## config.mk

```make
export PLATFORM = sky130hd
export DESIGN_NAME = axi_frontpanel_leds_flat
export DESIGN_NICKNAME = d
export VERILOG_FILES = /design/src/rtl/fp_pkg.sv /design/src/rtl/axi_ifc.sv /design/src/rtl/axi_frontpanel_leds_timer.sv /design/src/rtl/axi_frontpanel_leds.sv /design/src/flat_wrapper.sv
export SDC_FILE = /design/constraint.sdc
export NUM_CORES = 1
export LEC_CHECK = 0
export CAP_MARGIN = 20
export CORE_ASPECT_RATIO = 1.5
export CORE_MARGIN = 4
export CORE_UTILIZATION = 50
export CTS_CLUSTER_DIAMETER = 60
export DETAILED_ROUTE_END_ITERATION = 8
export GPL_TIMING_DRIVEN = 0
export PLACE_DENSITY = 0.7
export SLEW_MARGIN = 20
export SYNTH_ARGS = -nofsm -noshare
export SYNTH_HDL_FRONTEND = slang
export SYNTH_SLANG_ARGS = --single-unit
```

## constraint.sdc

```tcl
create_clock -name S_AXI_ACLK -period 2.4 [get_ports S_AXI_ACLK]
set_input_delay 0.24 -clock S_AXI_ACLK [delete_from_list [all_inputs] [get_ports S_AXI_ACLK]]
set_output_delay 0.24 -clock S_AXI_ACLK [all_outputs]
set_load 0.1 [all_outputs]
```

## src/rtl/fp_pkg.sv

```systemverilog
// fp_pkg -- shared definitions for the front-panel LED serialiser.
//
// Holds the register word indices, CTRL/STATUS bit positions, the
// shift FSM state encoding and a byte-strobe helper used by the
// register write path.
package fp_pkg;

    // Register word indices (byte address = index * 4)
    localparam int REG_CTRL   = 0;
    localparam int REG_STATUS = 1;
    localparam int REG_BRIGHT = 2;
    localparam int REG_LED0   = 3;

    // CTRL bit positions
    localparam int CTRL_AUTO   = 0;
    localparam int CTRL_START  = 1;
    localparam int CTRL_OE     = 2;
    localparam int CTRL_IRQ_EN = 3;

    // STATUS bit positions
    localparam int STAT_BUSY = 0;
    localparam int STAT_DONE = 1;

    typedef enum logic [2:0] {
        ST_IDLE       = 3'd0,
        ST_LOAD       = 3'd1,
        ST_SHIFT_LOW  = 3'd2,
        ST_SHIFT_HIGH = 3'd3,
        ST_LATCH      = 3'd4
    } fp_state_e;

    // Expand a 4-bit AXI write strobe into a 32-bit byte-lane mask.
    function automatic logic [31:0] strb_mask(input logic [3:0] strb);
        logic [31:0] m;
        for (int i = 0; i < 4; i++) begin
            m[8*i +: 8] = {8{strb[i]}};
        end
        return m;
    endfunction

endpackage

```

## src/rtl/axi_ifc.sv

```systemverilog
// axi_ifc -- AXI4-Lite signal bundle (32-bit data).
//
// Parameter ADDR_W : byte address width.
// Modport slave    : used by register blocks.
// Modport master   : used by bus drivers.
interface axi_ifc #(
    parameter int ADDR_W = 5
);
    logic [ADDR_W-1:0] awaddr;
    logic              awvalid;
    logic              awready;
    logic [31:0]       wdata;
    logic [3:0]        wstrb;
    logic              wvalid;
    logic              wready;
    logic [1:0]        bresp;
    logic              bvalid;
    logic              bready;
    logic [ADDR_W-1:0] araddr;
    logic              arvalid;
    logic              arready;
    logic [31:0]       rdata;
    logic [1:0]        rresp;
    logic              rvalid;
    logic              rready;

    modport slave (
        input  awaddr, awvalid, wdata, wstrb, wvalid, bready, araddr, arvalid, rready,
        output awready, wready, bresp, bvalid, arready, rdata, rresp, rvalid
    );

    modport master (
        output awaddr, awvalid, wdata, wstrb, wvalid, bready, araddr, arvalid, rready,
        input  awready, wready, bresp, bvalid, arready, rdata, rresp, rvalid
    );
endinterface

```

## src/rtl/axi_frontpanel_leds_timer.sv

```systemverilog
// axi_frontpanel_leds_timer -- half-bit tick divider.
//
// Ports:
//   clk, rst_n : clock, asynchronous active-low reset
//   run        : counter advances only while high; held at zero otherwise
//   restart    : synchronously zeroes the counter (phase realignment)
//   tick       : one-cycle pulse every DIV cycles of running
module axi_frontpanel_leds_timer #(
    parameter int DIV = 2
) (
    input  logic clk,
    input  logic rst_n,
    input  logic run,
    input  logic restart,
    output logic tick
);
    localparam int W = (DIV > 1) ? $clog2(DIV) : 1;

    logic [W-1:0] cnt;

    assign tick = run && !restart && (cnt == W'(DIV - 1));

    always_ff @(posedge clk or negedge rst_n) begin
        if (!rst_n) begin
            cnt <= '0;
        end else if (restart || !run || tick) begin
            cnt <= '0;
        end else begin
            cnt <= cnt + W'(1);
        end
    end
endmodule

```

## src/rtl/axi_frontpanel_leds.sv

```systemverilog
// axi_frontpanel_leds -- AXI-Lite controlled serialiser for a chain of
// serial-in shift registers driving front-panel LEDs.
//
// Ports:
//   S_AXI_ACLK, S_AXI_ARESETN : clock, asynchronous active-low reset
//   s                         : AXI-Lite slave (CTRL, STATUS, BRIGHTNESS, LED words)
//   INT_OUT                   : DONE & IRQ_EN
//   LED_CLOCK/LED_DATA        : serial clock/data, data MSB (highest LED) first
//   LED_LATCH                 : storage strobe, one half-bit after the last bit
//   LED_OE_N                  : active-low output enable
//   fsm_state                 : current shift FSM state (debug observation)
//
// Build option: define FP_LEDS_PWM_EN to add the BRIGHTNESS PWM on LED_OE_N.
// Without it BRIGHTNESS reads 0 and LED_OE_N = ~OE.
//
// Writes use the byte strobes; CTRL/STATUS/BRIGHTNESS only react to lane 0.
module axi_frontpanel_leds
    import fp_pkg::*;
#(
    parameter int C_S00_AXI_ACLK_FREQ_HZ = 100000000,
    parameter int C_S00_AXI_ADDR_WIDTH   = 5,
    parameter int SHIFT_FREQUENCY_HZ     = 1000000,
    parameter int LED_COUNT              = 64
) (
    input  logic      S_AXI_ACLK,
    input  logic      S_AXI_ARESETN,
    axi_ifc.slave     s,
    output logic      INT_OUT,
    output logic      LED_CLOCK,
    output logic      LED_DATA,
    output logic      LED_LATCH,
    output logic      LED_OE_N,
    output fp_state_e fsm_state
);
    localparam int WORDS        = LED_COUNT / 32;
    localparam int HALF_DIV_RAW = C_S00_AXI_ACLK_FREQ_HZ / (2 * SHIFT_FREQUENCY_HZ);
    localparam int HALF_DIV     = (HALF_DIV_RAW < 1) ? 1 : HALF_DIV_RAW;
    localparam int CNT_W        = $clog2(LED_COUNT);

    fp_state_e            state, state_next;
    logic [LED_COUNT-1:0] shadow, frame;
    logic [CNT_W-1:0]     bit_cnt;
    logic                 ctrl_auto, ctrl_oe, ctrl_irq_en, done;
    logic                 busy, tick, done_set, start_pulse;
    logic                 timer_run, timer_restart;
    logic                 wr_en, rd_en;
    int                   wr_word, rd_word;
    logic [31:0]          wmask, rd_value, bright_rd;
    logic                 unused_addr;

    // Handshake: a write is taken in the cycle where AWVALID and WVALID are
    // both high and no write response is pending (AWREADY=WREADY=that
    // condition); BVALID then stays high until BREADY. A read is taken when
    // ARVALID is high and no read data is pending; RVALID/RDATA hold until
    // RREADY. At most one transaction per channel is outstanding.
    assign wr_en     = s.awvalid & s.wvalid & ~s.bvalid;
    assign rd_en     = s.arvalid & ~s.rvalid;
    assign s.awready = wr_en;
    assign s.wready  = wr_en;
    assign s.arready = ~s.rvalid;
    assign s.bresp   = 2'b00;
    assign s.rresp   = 2'b00;

    assign wr_word     = int'(s.awaddr[C_S00_AXI_ADDR_WIDTH-1:2]);
    assign rd_word     = int'(s.araddr[C_S00_AXI_ADDR_WIDTH-1:2]);
    assign wmask       = strb_mask(s.wstrb);
    assign unused_addr = ^{s.awaddr[1:0], s.araddr[1:0]};

    // START is a pulse taken straight from the bus; it is only consulted in
    // IDLE, so a START during a frame is dropped rather than queued.
    assign start_pulse = wr_en && (wr_word == REG_CTRL) && s.wstrb[0] && s.wdata[CTRL_START];

    always_ff @(posedge S_AXI_ACLK or negedge S_AXI_ARESETN) begin
        if (!S_AXI_ARESETN) begin
            s.bvalid <= 1'b0;
            s.rvalid <= 1'b0;
            s.rdata  <= '0;
        end else begin
            if (wr_en)         s.bvalid <= 1'b1;
            else if (s.bready) s.bvalid <= 1'b0;
            if (rd_en) begin
                s.rvalid <= 1'b1;
                s.rdata  <= rd_value;
            end else if (s.rready) begin
                s.rvalid <= 1'b0;
            end
        end
    end

    always_ff @(posedge S_AXI_ACLK or negedge S_AXI_ARESETN) begin
        if (!S_AXI_ARESETN) begin
            ctrl_auto   <= 1'b0;
            ctrl_oe     <= 1'b0;
            ctrl_irq_en <= 1'b0;
            done        <= 1'b0;
            shadow      <= '0;
        end else begin
            if (wr_en && (wr_word == REG_CTRL) && s.wstrb[0]) begin
                ctrl_auto   <= s.wdata[CTRL_AUTO];
                ctrl_oe     <= s.wdata[CTRL_OE];
                ctrl_irq_en <= s.wdata[CTRL_IRQ_EN];
            end
            // Frame completion beats a simultaneous write-1-to-clear.
            if (done_set) begin
                done <= 1'b1;
            end else if (wr_en && (wr_word == REG_STATUS) && s.wstrb[0] && s.wdata[STAT_DONE]) begin
                done <= 1'b0;
            end
            for (int k = 0; k < WORDS; k++) begin
                if (wr_en && (wr_word == REG_LED0 + k)) begin
                    shadow[32*k +: 32] <= (shadow[32*k +: 32] & ~wmask) | (s.wdata & wmask);
                end
            end
        end
    end

`ifdef FP_LEDS_PWM_EN
    logic [7:0] bright, pwm_cnt;

    // The divider free-runs so the PWM keeps cycling while idle; the FSM
    // only looks at ticks in its own states, and LOAD realigns the phase.
    assign timer_run = 1'b1;
    assign bright_rd = {24'b0, bright};
    assign LED_OE_N  = ~(ctrl_oe & (pwm_cnt < bright));

    always_ff @(posedge S_AXI_ACLK or negedge S_AXI_ARESETN) begin
        if (!S_AXI_ARESETN) begin
            bright  <= 8'hFF;
            pwm_cnt <= 8'h00;
        end else begin
            if (wr_en && (wr_word == REG_BRIGHT) && s.wstrb[0]) bright <= s.wdata[7:0];
            if (tick) pwm_cnt <= pwm_cnt + 8'd1;
        end
    end
`else
    assign timer_run = busy;
    assign bright_rd = 32'b0;
    assign LED_OE_N  = ~ctrl_oe;
`endif

    always_comb begin
        rd_value = '0;
        if (rd_word == REG_CTRL) begin
            rd_value[CTRL_AUTO]   = ctrl_auto;
            rd_value[CTRL_OE]     = ctrl_oe;
            rd_value[CTRL_IRQ_EN] = ctrl_irq_en;
        end else if (rd_word == REG_STATUS) begin
            rd_value[STAT_BUSY] = busy;
            rd_value[STAT_DONE] = done;
        end else if (rd_word == REG_BRIGHT) begin
            rd_value = bright_rd;
        end else if ((rd_word >= REG_LED0) && (rd_word < REG_LED0 + WORDS)) begin
            rd_value = shadow[32*(rd_word - REG_LED0) +: 32];
        end
    end

    assign timer_restart = (state == ST_LOAD);

    axi_frontpanel_leds_timer #(
        .DIV(HALF_DIV)
    ) u_timer (
        .clk     (S_AXI_ACLK),
        .rst_n   (S_AXI_ARESETN),
        .run     (timer_run),
        .restart (timer_restart),
        .tick    (tick)
    );

    always_ff @(posedge S_AXI_ACLK or negedge S_AXI_ARESETN) begin
        if (!S_AXI_ARESETN) state <= ST_IDLE;
        else                state <= state_next;
    end

    always_comb begin
        state_next = state;
        case (state)
            ST_IDLE:       if (ctrl_auto || start_pulse) state_next = ST_LOAD;
            ST_LOAD:       state_next = ST_SHIFT_LOW;
            ST_SHIFT_LOW:  if (tick) state_next = ST_SHIFT_HIGH;
            ST_SHIFT_HIGH: if (tick) state_next = (bit_cnt == '0) ? ST_LATCH : ST_SHIFT_LOW;
            ST_LATCH:      if (tick) state_next = ST_IDLE;
            default:       state_next = ST_IDLE;
        endcase
    end

    // Frame and bit counter; the shift happens on the falling LED_CLOCK
    // transition so LED_DATA is stable across the whole high phase.
    always_ff @(posedge S_AXI_ACLK or negedge S_AXI_ARESETN) begin
        if (!S_AXI_ARESETN) begin
            frame   <= '0;
            bit_cnt <= '0;
        end else if (state == ST_LOAD) begin
            frame   <= shadow;
            bit_cnt <= CNT_W'(LED_COUNT - 1);
        end else if ((state == ST_SHIFT_HIGH) && tick) begin
            frame <= frame << 1;
            if (bit_cnt != '0) bit_cnt <= bit_cnt - CNT_W'(1);
        end
    end

    assign busy      = (state != ST_IDLE);
    assign done_set  = (state == ST_LATCH) && tick;
    assign LED_CLOCK = (state == ST_SHIFT_HIGH);
    assign LED_DATA  = ((state == ST_SHIFT_LOW) || (state == ST_SHIFT_HIGH)) && frame[LED_COUNT-1];
    assign LED_LATCH = (state == ST_LATCH);
    assign INT_OUT   = done & ctrl_irq_en;
    assign fsm_state = state;
endmodule

```

## src/flat_wrapper.sv

```systemverilog
// flat-port wrapper written by rule: the top's interface ports become plain ports
module axi_frontpanel_leds_flat import fp_pkg::*;
#(
    parameter int C_S00_AXI_ACLK_FREQ_HZ = 100000000,
    parameter int C_S00_AXI_ADDR_WIDTH   = 5,
    parameter int SHIFT_FREQUENCY_HZ     = 1000000,
    parameter int LED_COUNT              = 64
)
  (S_AXI_ACLK, S_AXI_ARESETN, INT_OUT, LED_CLOCK, LED_DATA, LED_LATCH, LED_OE_N, fsm_state, s_awaddr, s_awvalid, s_wdata, s_wstrb, s_wvalid, s_bready, s_araddr, s_arvalid, s_rready, s_awready, s_wready, s_bresp, s_bvalid, s_arready, s_rdata, s_rresp, s_rvalid);
  axi_ifc #(.ADDR_W(5)) s_i ();
  input  logic S_AXI_ACLK;
  input  logic S_AXI_ARESETN;
  output logic INT_OUT;
  output logic LED_CLOCK;
  output logic LED_DATA;
  output logic LED_LATCH;
  output logic LED_OE_N;
  output fp_state_e fsm_state;
  input wire logic [$bits(s_i.awaddr)-1:0] s_awaddr;
  input wire logic [$bits(s_i.awvalid)-1:0] s_awvalid;
  input wire logic [$bits(s_i.wdata)-1:0] s_wdata;
  input wire logic [$bits(s_i.wstrb)-1:0] s_wstrb;
  input wire logic [$bits(s_i.wvalid)-1:0] s_wvalid;
  input wire logic [$bits(s_i.bready)-1:0] s_bready;
  input wire logic [$bits(s_i.araddr)-1:0] s_araddr;
  input wire logic [$bits(s_i.arvalid)-1:0] s_arvalid;
  input wire logic [$bits(s_i.rready)-1:0] s_rready;
  output wire logic [$bits(s_i.awready)-1:0] s_awready;
  output wire logic [$bits(s_i.wready)-1:0] s_wready;
  output wire logic [$bits(s_i.bresp)-1:0] s_bresp;
  output wire logic [$bits(s_i.bvalid)-1:0] s_bvalid;
  output wire logic [$bits(s_i.arready)-1:0] s_arready;
  output wire logic [$bits(s_i.rdata)-1:0] s_rdata;
  output wire logic [$bits(s_i.rresp)-1:0] s_rresp;
  output wire logic [$bits(s_i.rvalid)-1:0] s_rvalid;
  assign s_i.awaddr = s_awaddr;
  assign s_i.awvalid = s_awvalid;
  assign s_i.wdata = s_wdata;
  assign s_i.wstrb = s_wstrb;
  assign s_i.wvalid = s_wvalid;
  assign s_i.bready = s_bready;
  assign s_i.araddr = s_araddr;
  assign s_i.arvalid = s_arvalid;
  assign s_i.rready = s_rready;
  assign s_awready = s_i.awready;
  assign s_wready = s_i.wready;
  assign s_bresp = s_i.bresp;
  assign s_bvalid = s_i.bvalid;
  assign s_arready = s_i.arready;
  assign s_rdata = s_i.rdata;
  assign s_rresp = s_i.rresp;
  assign s_rvalid = s_i.rvalid;
  axi_frontpanel_leds #(.C_S00_AXI_ACLK_FREQ_HZ(C_S00_AXI_ACLK_FREQ_HZ), .C_S00_AXI_ADDR_WIDTH(C_S00_AXI_ADDR_WIDTH), .SHIFT_FREQUENCY_HZ(SHIFT_FREQUENCY_HZ), .LED_COUNT(LED_COUNT)) u_core (.S_AXI_ACLK(S_AXI_ACLK), .S_AXI_ARESETN(S_AXI_ARESETN), .s(s_i), .INT_OUT(INT_OUT), .LED_CLOCK(LED_CLOCK), .LED_DATA(LED_DATA), .LED_LATCH(LED_LATCH), .LED_OE_N(LED_OE_N), .fsm_state(fsm_state));
endmodule
```

==> results.cfg <==
[run_status]
status = complete, no violations

[clocking]
post_cts_buffers = 0
clock-sinks = 181
clk_root_buffer_cell = clkbuf_16
cts.clk_slew.worst_paths_ns = 0.07
htreeDepth = 4
cts_tree = done
clk_latency_ns = 0.43
clock_path_buffers = 2
cts-buffers-inserted = 17

[sta]
finalSetupViolCount = 0
finalHoldViolCount = 0
max_freq_ghz = 0.427
drv_slew = 0
maxSlewHeadroom_pct = 34.7
rsz0062_at_grt = true
fin_crit_ns = 2.34
holdWs_ns = 0.233
period_share_pct = 97.6
clock_skew_ns = 0.0122
worst-slew-pin-transition_ns = 0.977

[floorplan]
core_um2 = 15600
die_h_um = 163
initial_core_util_pct = 51.0
dieArea_um2 = 18100
rows = 56
die_w_um = 111
ioPinCount = 102

[placement]
io_buffers = 93
place_hpwl_mm = 14.0
place_congestion = 0.855
placed_area_um2 = 9240

[pwr]
ir_drop_uv = 448
powerDensity_nw_per_um2 = 737
p_leak_nw = 4.41

[global_route]
first_global_vias = 6474
grt_max_degree = 87
grt-ovfl-total = 0
grtUsageTotal_pct = 22.3
antenna_found_initial = 0
grt_pass1_wl_mm = 32.5

[setup_path]
critPathLaunchType = register
reg2reg_from = u_core.s.bvalid
reg2reg_depth = 6
max_stage_delay_ns = 0.48
crit_type = register to register
crit_path_top_delay_cell = dfrtp_4
r2r_slack_ns = 0.06
cp-startpoint = u_core.s.bvalid
worstPathArrival_ns = 2.65
required_ns = 2.71
crit_chain = nand3b_1, clkinvlp_4, and3_1, clkbuf_1, nand2_1, mux2_2
cp_max_fo = 8
end_kind = register

[finish]
area_delta_synth_final_pct = 24.1
layout_commonest_cell = dfrtp_1
n_antenna_cell = 0
layout_common_cells = dfrtp_1, nand2_1, clkdlybuf4s50_1
fin_nets = 945
stdcell_area_um2 = 9890
drive_gt1_share_pct = 15.8

[routing]
ant_nets = 0
via_per_inst = 5.48
totalWireLength_mm = 19.2
vias = 6027
wl_per_cell_um = 17.5
drc_errors = 0
drtIter0Drc = 364
first_pass_iters = 5

[synthesis]
synth-simple-area-share_pct = 15.0
synth_mux_area_share_pct = 13.9
synth_top_family_by_area = simple AND/OR/NAND/NOR gates
synth_ff_type = dfrtp_1
synth_area_um2 = 7970
synthesis.instances = 767
synth-xor-area-share_pct = 0.440
yosysSeqAreaShare_pct = 56.8
synth_fa_ha_area_share_pct = 1.26
syn_area_per_cell_um2 = 10.4
synth_edf_count = 0
async_reset_ff_share_pct = 100
synth_cell_types = 47
synth_compound_area_share_pct = 9.15
synth-seq-cells = 181
synth_warnings = 0

[job]
cap_viol_max_count = 0

[worst_hold_path]
hold_class = input port to asynchronous set/reset pin
-- stage by stage --
stage	instances	setup WS [ns]	power, mW	TNS [ns]	utilization (%)
finish	1099	0.0564	7.29	0	63.3
global route	1099	-0.105	7.56	-1.98	63.3
CTS	1100	0.00169	7.33	0	63.2
detailed placement	1068	-1.20	4.50	-43.94	59.1
global placement	1066	-7.27	4.44	-1136.43	58.7
floorplan	770	-0.0257	4.10	-0.824	-
-- worst max path at each step --
stage,endpoint,cells after the start,slack [ns]
2_1_floorplan,register,6,-0.03
3_3_place_gp,u_core.s.bvalid,1,-7.27
3_5_place_dp,u_core.s.rdata[4],10,-1.20
4_1_cts,u_core.frame[62],8,0.002
5_1_grt,register,6,-0.10
6_report,register,6,0.06
-- logic make-up after synthesis --
group           count (synthesis)
other cells                     1
mux                           102
flops                         181
simple gates                  290
buf+inv                        62
compound gates                119
fa+ha+maj                       8
xor+xnor                        4
-- Yosys cell counts (all sizes together) (5+ instances only) --
cell type	n	area (um^2)
nor3	8	40.0
inv	13	48.8
clkbuf	33	124
a31oi	65	407
mux2	71	800
nand2	171	642
nor2	81	304
buf	16	91.3
mux2i	31	310
ha	8	100
dfrtp	181	4530
o21ai	38	190
nand3	5	25.0
-- what timing repair did --
| action | in CTS | in global routing |
|---|---|---|
| resized for setup | 19 | 27 |
| hold buffers | 1 | 0 |
| endpoints found under the setup margin | 61 | 136 |
| endpoints found under the hold margin | 23 | 0 |
| pin swaps | 0 | 0 |
-- per-layer routing --
metal | share of wire, % | GRT usage [%]
met4 | 2.5 | 7.86
met2 | 51 | 38.9
met5 | 0 | 0
met1 | 42 | 27.5
met3 | 4.6 | 5.02
-- final cells by class --
type                    instances  area [um^2]
clock buffers                  19          453
fillers                      1266         5730
clock inverters                12          151
multi-input cells             527         3210
flip-flops and latches        181         4540
plain buffers                  48          241
well taps                     203          254
repair buffers                 96          996
inverters                      13         52.6
-- critical path: cells and delay by family, from the launching register on --
| kind | cells | cell delay, ns |
|---|---|---|
| AND/OR/NAND/NOR | 3 | 0.86 |
| buffers and inverters | 2 | 0.51 |
| multiplexers | 1 | 0.38 |
| flip-flops | 1 | 0.48 |
-- power by group --
group	total, mW	switching, mW	internal [mW]	leakage, nW
combinational	0.947	0.567	0.380	1.68
clock	2.86	1.17	1.69	0.295
sequential	3.49	0.197	3.29	2.43
(Power assumes the default switching activity.)
